File: src/rtl/uart_tx_frame.sv
// uart_tx_frame: parametrised UART transmitter (FSM, baud counter and shift
// register in one block) with optional parity and one or two stop bits.
//
// Ports:
//   clk           system clock
//   rst_n         asynchronous active-low reset
//   i_tx_en       frame request, accepted only while o_tx_ready=1
//   i_tx_data     frame payload, latched on the acceptance edge
//   o_tx_ready    high exactly while the FSM is IDLE
//   o_tx          registered serial line, idle-high
//   o_tx_complete one-cycle pulse in the first IDLE cycle after a frame
module uart_tx_frame #(
    parameter int unsigned CLKS_PER_BIT = 434,
    parameter int unsigned DATA_BITS    = 8,
    parameter int unsigned PARITY_MODE  = 0,
    parameter int unsigned STOP_BITS    = 1
) (
    input  logic                 clk,
    input  logic                 rst_n,
    input  logic                 i_tx_en,
    input  logic [DATA_BITS-1:0] i_tx_data,
    output logic                 o_tx_ready,
    output logic                 o_tx,
    output logic                 o_tx_complete
);

    localparam int unsigned BAUD_W = (CLKS_PER_BIT > 2) ? $clog2(CLKS_PER_BIT) : 1;
    // Bit counter serves both data bits and stop bits; DATA_BITS >= 5 keeps it wide enough.
    localparam int unsigned BIT_W  = (DATA_BITS > 4) ? $clog2(DATA_BITS) : 2;

    localparam logic [BAUD_W-1:0] BAUD_LAST  = BAUD_W'(CLKS_PER_BIT - 1);
    localparam logic [BIT_W-1:0]  DATA_LAST  = BIT_W'(DATA_BITS - 1);
    localparam logic [BIT_W-1:0]  STOP_LAST  = BIT_W'(STOP_BITS - 1);
    localparam bit                PARITY_EN  = (PARITY_MODE != 0);
    localparam bit                PARITY_ODD = (PARITY_MODE == 1);

    // Elaboration-time parameter legality checks
    if (CLKS_PER_BIT < 2) begin : g_bad_clks
        $error("uart_tx_frame: CLKS_PER_BIT must be >= 2");
    end
    if (DATA_BITS < 5 || DATA_BITS > 9) begin : g_bad_data
        $error("uart_tx_frame: DATA_BITS must be in 5..9");
    end
    if (PARITY_MODE > 2) begin : g_bad_parity
        $error("uart_tx_frame: PARITY_MODE must be 0, 1 or 2");
    end
    if (STOP_BITS != 1 && STOP_BITS != 2) begin : g_bad_stop
        $error("uart_tx_frame: STOP_BITS must be 1 or 2");
    end

    typedef enum logic [2:0] {
        IDLE,
        START,
        DATA,
        PARITY,
        STOP
    } state_e;

    state_e                state_q,    state_d;
    logic [BAUD_W-1:0]     baud_q,     baud_d;
    logic [BIT_W-1:0]      bit_q,      bit_d;
    logic [DATA_BITS-1:0]  shift_q,    shift_d;
    logic                  parity_q,   parity_d;
    logic                  tx_q,       tx_d;
    logic                  complete_q, complete_d;
    logic                  bit_end;

    assign bit_end       = (baud_q == BAUD_LAST);
    assign o_tx_ready    = (state_q == IDLE);
    assign o_tx          = tx_q;
    assign o_tx_complete = complete_q;

    // State and datapath registers
    always_ff @(posedge clk or negedge rst_n) begin
        if (!rst_n) begin
            state_q    <= IDLE;
            baud_q     <= '0;
            bit_q      <= '0;
            shift_q    <= '0;
            parity_q   <= 1'b0;
            tx_q       <= 1'b1;
            complete_q <= 1'b0;
        end else begin
            state_q    <= state_d;
            baud_q     <= baud_d;
            bit_q      <= bit_d;
            shift_q    <= shift_d;
            parity_q   <= parity_d;
            tx_q       <= tx_d;
            complete_q <= complete_d;
        end
    end

    // Next-state and next-output logic; o_tx is loaded with the value of the
    // bit that begins on the next cycle, so the line stays glitch-free.
    always_comb begin
        state_d    = state_q;
        baud_d     = '0;
        bit_d      = bit_q;
        shift_d    = shift_q;
        parity_d   = parity_q;
        tx_d       = tx_q;
        complete_d = 1'b0;

        if (state_q != IDLE) begin
            baud_d = bit_end ? '0 : baud_q + BAUD_W'(1);
        end

        case (state_q)
            IDLE: begin
                tx_d = 1'b1;
                if (i_tx_en) begin
                    state_d  = START;
                    shift_d  = i_tx_data;
                    parity_d = (^i_tx_data) ^ PARITY_ODD;
                    tx_d     = 1'b0;
                    bit_d    = '0;
                end
            end
            START: begin
                if (bit_end) begin
                    state_d = DATA;
                    tx_d    = shift_q[0];
                end
            end
            DATA: begin
                if (bit_end) begin
                    if (bit_q == DATA_LAST) begin
                        bit_d = '0;
                        if (PARITY_EN) begin
                            state_d = PARITY;
                            tx_d    = parity_q;
                        end else begin
                            state_d = STOP;
                            tx_d    = 1'b1;
                        end
                    end else begin
                        bit_d   = bit_q + BIT_W'(1);
                        shift_d = {1'b0, shift_q[DATA_BITS-1:1]};
                        tx_d    = shift_q[1];
                    end
                end
            end
            PARITY: begin
                if (bit_end) begin
                    state_d = STOP;
                    tx_d    = 1'b1;
                    bit_d   = '0;
                end
            end
            STOP: begin
                tx_d = 1'b1;
                if (bit_end) begin
                    if (bit_q == STOP_LAST) begin
                        state_d    = IDLE;
                        bit_d      = '0;
                        complete_d = 1'b1;
                    end else begin
                        bit_d = bit_q + BIT_W'(1);
                    end
                end
            end
            default: begin
                state_d = IDLE;
                tx_d    = 1'b1;
            end
        endcase
    end

endmodule

File: config.mk
export PLATFORM = sky130hd
export DESIGN_NAME = uart_tx_frame
export DESIGN_NICKNAME = d
export VERILOG_FILES = /design/src/rtl/uart_tx_frame.sv
export SDC_FILE = /design/constraint.sdc
export NUM_CORES = 1
export LEC_CHECK = 0
export ABC_AREA = 0
export CORE_MARGIN = 4
export CORE_UTILIZATION = 34
export CTS_CLUSTER_DIAMETER = 60
export DETAILED_ROUTE_END_ITERATION = 7
export GPL_TIMING_DRIVEN = 0
export SLEW_MARGIN = 20
export SYNTH_ARGS = -nofsm -noshare
export SYNTH_HDL_FRONTEND = slang
export SYNTH_SLANG_ARGS = --single-unit
File: constraint.sdc
create_clock -name clk -period 2.2 [get_ports clk]
set_input_delay 0.44 -clock clk [delete_from_list [all_inputs] [get_ports clk]]
set_output_delay 0.44 -clock clk [all_outputs]
set_load 0.01 [all_outputs]
==> flow_summary.yaml <==
status:
  outcome: "finished, final reports clean"
sta:
  period_needed_ns: 2.08
  setup-tns-final_ns: 0
  drv_slew: 0
  rsz0062_at_grt: "false"
  finalCritPeriodShare_pct: 94.8
  setup_viol: 0
  slew_headroom_pct: 61.4
  finClkSkew_ns: 0.00424
  hold_violations: 0
  max_slew.worst_pin.slew_ns: 0.575
  fmaxAchievable_ghz: 0.480
  hold_ws_ns: 0.158
routing:
  wl_per_cell_um: 12.9
  vias: 1003
  drc: 0
  via_per_inst: 5.09
  dr.pass1.iters: 4
  dr.first_iter.drc_count: 57
  routed_wl_mm: 2.53
  final_antenna_net_count: 0
worst_setup_path:
  crit_path_start_kind: "flop"
  cp-end-kind: "flop"
  crit_slowest_cell: "or4_2"
  cp_top_family: "simple AND/OR/NAND/NOR gates"
  path_class: "flop to flop"
  crit_fanout: 7
  crit_path_cell_trace: "inv_1 -> ha_1 -> nand4b_1 -> or4_2 -> buf_4 -> mux2i_1 -> or4_1"
  cp.required_ns: 2.39
  cpPeakStageDelay_ns: 0.55
  critPathArrivalTime_ns: 2.27
  crit_buf_inv: 2
yosys:
  synth.cell_area_sq_um: 1390
  yosysSeqAreaShare_pct: 45.2
  syn_inst: 131
  yosys.cell_types.count: 37
  yosys_warnings: 0
  syn_nets: 147
  avgSynthCellArea_sq_um: 10.6
  synth-seq-cells: 25
floorplan:
  start_util_pct: 36.5
  die_x_um: 71.9
  dieHeight_um: 71.9
  coreArea_sq_um: 3800
  boundaryPins: 14
  core.rowCount: 22
  dieArea_sq_um: 5160
finish:
  fin_cells: 197
  area_growth_pct: 17.1
  drive_above_1_share_pct: 20.8
  fill_cells: 378
  design_area_sq_um: 1620
  diodes: 0
  post-route-util_pct: 42.7
  fin_nets: 166
pwr:
  power_density_nw_per_um2: 698
  p_leak_nw: 0.695
  ir_drop_uv: 289
global_route:
  grt_overflow: 0
  grt_pass1_vias: 1058
  antenna_found_initial: 0
  grt_max_degree: 26
  grt_first_pass_wirelength_mm: 4.48
  groute.usage.overall_pct: 10.9
flow_run:
  maxCapViolations: 0
placed_design:
  gp_congestion: 0.847
  dpl.hpwl_mm: 1.84
  place_area_sq_um: 1570
  dp.cells: 192
  numPortBuffers: 13
clocking:
  cts_sinks: 25
  cts-buffers-inserted: 3
  clock-root-buffer: "clkbuf_8"
  insertion_delay_ns: 0.27
  cts_buffer_depth: 2
  h-tree-depth: 1
  cts_hold_buffers: 0
  clkSlewWorstSetupHoldPaths_ns: 0.08
  tritoncts: "yes"
hold_path:
  hold_class: "input pin to async pin"
area by class of cell:
| type | instances | area (sq um) | area share [%] |
|---|---|---|---|
| sequential | 25 | 627 | 38.6 |
| inverter | 7 | 26.3 | 1.62 |
| timing repair buffer | 14 | 131 | 8.10 |
| tap | 48 | 60.1 | 3.70 |
| multi-input combinational | 94 | 687 | 42.3 |
| clock buffer | 4 | 45.0 | 2.78 |
| buffer | 5 | 46.3 | 2.85 |
synth_stat cells:
cell / n / share of area [%]
dfrtp_1: 24 / 43
nor2_1: 16 / 4.3
mux2_2: 15 / 12
a21oi_1: 7 / 2.5
inv_1: 7 / 1.9
nand2_1: 6 / 1.6
ha_1: 5 / 4.5
nor3_1: 5 / 1.8
nand3_1: 4 / 1.4
xnor2_1: 4 / 2.5
mux2i_1: 3 / 2.2
nand2b_1: 3 / 1.4
o21ai_0: 3 / 1.1
xor2_1: 3 / 1.9
and2_1: 2 / 0.90
buf_4: 2 / 1.1
clkbuf_8: 2 / 2.0
a2111o_1: 1 / 0.81
a21oi_2: 1 / 0.63
a22o_1: 1 / 0.63
a2bb2oi_1: 1 / 0.63
and3_1: 1 / 0.45
clkbuf_1: 1 / 0.27
dfstp_2: 1 / 1.9
nand2_2: 1 / 0.45
nand4_1: 1 / 0.45
nand4b_1: 1 / 0.63
nor2b_1: 1 / 0.45
nor4_1: 1 / 0.45
nor4_4: 1 / 1.5
o21ai_2: 1 / 0.63
o22a_1: 1 / 0.63
o311ai_0: 1 / 0.63
o31ai_1: 1 / 0.54
or2_2: 1 / 0.45
or4_1: 1 / 0.54
or4_2: 1 / 0.63
flip-flops by register name (all words and copies together) (netlist names):
register       flops
state_q            3
o_tx_complete      1
baud_q             9
shift_q            8
bit_q              3
o_tx               1
report_power, final:
part           switching [mW]  internal (mW)  total [mW]  leakage, nW
clock                   0.142          0.130       0.271       0.0228
combinational          0.0991          0.132       0.231        0.355
sequential             0.0738          0.556       0.630        0.317
total                   0.315          0.818        1.13        0.695
per-stage QoR:
stage               total power [mW]  setup slack, ns
detailed placement             0.877           0.0515
floorplan                      0.790            0.141
finish                          1.13            0.115
global placement               0.863           0.0496
CTS                             1.15           0.0367
global route                    1.21           0.0242
logic make-up after synthesis:
| group | Yosys count | synth area share, % |
|---|---|---|
| buffers and inverters | 12 | 5.23 |
| AO/OA/AOI/OAI | 18 | 8.75 |
| XOR/XNOR | 7 | 4.42 |
| adder cells (fa/ha/maj) | 5 | 4.51 |
| flip-flops | 25 | 45.2 |
| multiplexers | 18 | 14.4 |
| AND/OR/NAND/NOR | 46 | 17.5 |
path summary, 6_finish.rpt:
| path | cells past startpoint | end | from | slack (ns) |
|---|---|---|---|---|
| setup / recovery | 7 | o_tx$_DFFE_PN1P_ | baud_q[1]$_DFF_PN0_ | 0.12 |
| hold / removal | 1 | state_q[0]$_DFFE_PN0P_ | rst_n | 0.16 |
| setup reg to reg | 7 | o_tx$_DFFE_PN1P_ | baud_q[1]$_DFF_PN0_ | 0.12 |
| hold reg to reg | 1 | baud_q[0]$_DFF_PN0_ | baud_q[0]$_DFF_PN0_ | 0.49 |
| max in group asynchronous | 1 | baud_q[7]$_DFF_PN0_ | rst_n | 1.66 |
| min in group clk | 1 | baud_q[0]$_DFF_PN0_ | baud_q[0]$_DFF_PN0_ | 0.49 |
routing by layer:
layer	part of all wire (%)	track usage, %	routed length, um	vias to the layer above
li1	-	-	-	487
met1	47	14.3	1180	473
met2	46	16.1	1170	37
met3	4.9	1.54	125	6
met4	2.3	7.93	59	0
met5	0	0	0	-
cells in the final DEF, fill, tap and decap left out, types with 4 or more instances in the layout:
master and count:
clkdlybuf4s50_1 11, clkbuf_8 5, a21oi_1 7, ha_1 5, mux2_2 15, xnor2_1 4
nor3_1 5, nand3_1 4, dfrtp_1 24, nor2_1 16, inv_1 7, nand2_1 6
what timing repair did:
item                       in CTS  in global routing
setup buffers                   0                  1
hold endpoints to repair        0                  0
setup endpoints to repair       1                  1
gates resized for setup         1                  0
No activity file was read; power rests on OpenSTA's default activity.
==> RTL edit, RTL diff (same flow settings) <==
The 5 states of `state_e` get a one-hot encoding in 5 bits.
--- a/src/rtl/uart_tx_frame.sv
+++ b/src/rtl/uart_tx_frame.sv
@@ -48,12 +48,12 @@
         $error("uart_tx_frame: STOP_BITS must be 1 or 2");
     end
 
-    typedef enum logic [2:0] {
-        IDLE,
-        START,
-        DATA,
-        PARITY,
-        STOP
+    typedef enum logic [4:0] {
+        IDLE   = 5'b00001,
+        START  = 5'b00010,
+        DATA   = 5'b00100,
+        PARITY = 5'b01000,
+        STOP   = 5'b10000
     } state_e;
 
     state_e                state_q,    state_d;
Function: no difference found for any inputs over 10 cycles, from zero or initial values and one cycle with rst_n low; not proved beyond that.
==> RTL edit against the unedited design <==
Largest cell class unchanged. Sequential cell count increased by 1. Synthesized area down 0.36%. Sequential power up 13%. Wire length increased by 3.7%. Setup slack gained 0.0096 ns. Design area increased by 1.4%. Highest routed layer unchanged. Total power grew 31%.
==> RTL edit: results (changes against the unedited design) <==
stage	metric	value	unit	change
timing	finalHoldWorstSlack	0.144	ns	was 0.158 ns
layout	nonClkBufAreaFrac	9.81	%	was 10.9%
global_route	grt_pass1_wl	4.64	mm	was 4.48 mm
layout	multi_input_area	697	um^2	was 687 um^2
synth	synth.top_cells.by_count	dfrtp_1 (24), nor2_1 (15), mux2_2 (14)		was dfrtp_1 (24), nor2_1 (16), mux2_2 (15)
global_route	first_global_vias	1001		was 1058
layout	fillerInstances	369		was 378
synth	yosysUniqueCellTypes	39		was 37
setup_path	reg2reg_to	bit_q[2]$_DFFE_PN0P_		was o_tx$_DFFE_PN1P_
routing	via_per_inst	5.11		was 5.09
pwr	ir_drop	426	uV	was 289 uV
layout	drive_above_1_share	21.9	%	was 20.8%
global_route	grt_max_degree	27		was 26
layout	fin_nets	163		was 166
outcome	run_status	finished clean		unchanged
layout	clkCellAreaFrac	3.35	%	was 2.78%
cts	clkSinkCount	26		was 25
placed_design	hpwl	1.91	mm	was 1.84 mm
routing	routed_wl	2.63	mm	was 2.53 mm
floorplanning	die_area	0.00515	mm^2	was 0.00516 mm^2
cts	cts_setup_buffers	1		was 0
layout	reg.largest.list	baud_q (9), shift_q (8), state_q (4)		was baud_q (9), shift_q (8)
synth	ys_top_cells_by_area	dfrtp_1 (43%), mux2_2 (11%), ha_1 (4.5%)		was dfrtp_1 (43%), mux2_2 (12%), ha_1 (4.5%)
timing	fin_crit_sh	94.3	%	was 94.8%
synth	syn_nets	145		was 147
placed_design	gp_congestion	0.861		was 0.847
timing	finClkSkew	0.0158	ns	was 0.00424 ns
placed_design	dp_cells	190		was 192
cts	clk_pin_slew	0.10	ns	was 0.08 ns
placed_design	dpl-instance-area	0.00157	mm^2	about the same
synth	yosysSeqAreaShare	47.3	%	was 45.2%
layout	inverters_excl_clock	5		was 7
layout	comb.multi_input.count	92		was 94
timing	slew_headroom	61.9	%	was 61.4%
pwr	switching_share	31.6	%	was 27.8%
==> RTL edit: how the worst max path moves through the flow <==
stage,start,endpoint,depth (start not counted)
after floorplan,baud_q[1]$_DFF_PN0_,bit_q[2]$_DFFE_PN0P_,7
after global placement,i_tx_en,shift_q[5]$_DFFE_PN0P_,5
after detailed placement,i_tx_en,shift_q[0]$_DFFE_PN0P_,5
after CTS,state_q[0]$_DFFE_PN1P_,o_tx_ready,4
after global routing,baud_q[1]$_DFF_PN0_,bit_q[2]$_DFFE_PN0P_,7
final,baud_q[1]$_DFF_PN0_,bit_q[2]$_DFFE_PN0P_,7
==> RTL edit: logic make-up (layout without fill, tap and decap cells) <==
logic type,after synthesis,after routing,share of synthesized area (%)
buf+inv,11,28,3.44
simple gates,46,46,18.2
flops,26,26,47.3
fa+ha+maj,5,5,4.53
compound gates,17,17,8.70
xor+xnor,9,9,5.71
mux,15,15,12.1
==> RTL edit: worst max-delay path: stages (launching register included) <==
cell and delay, ns:
dfrtp_1 0.39, inv_1 0.06, ha_1 0.13, nand4b_1 0.18, or4_1 0.43, buf_2 0.18, or3_1 0.37, a221oi_2 0.26
==> RTL edit: layer usage <==
| metal | up-vias | part of all wire (%) | track usage [%] |
|---|---|---|---|
| met3 | 2 | 4.2 | 3.51 |
| met5 | - | 0 | 0 |
| met2 | 16 | 49 | 18.8 |
| li1 | 491 | - | - |
| met1 | 482 | 46 | 14.6 |
| met4 | 0 | 0.34 | 1.25 |
==> RTL edit: power groups by stage <==
stage | Combinational [mW] | Sequential (mW) | Clock (mW)
global route | 0.507 | 0.733 | 0.346
CTS | 0.495 | 0.690 | 0.323
finish | 0.456 | 0.713 | 0.311
detailed placement | 0.477 | 0.700 | 0
floorplan | 0.335 | 0.681 | 0
global placement | 0.462 | 0.690 | 0
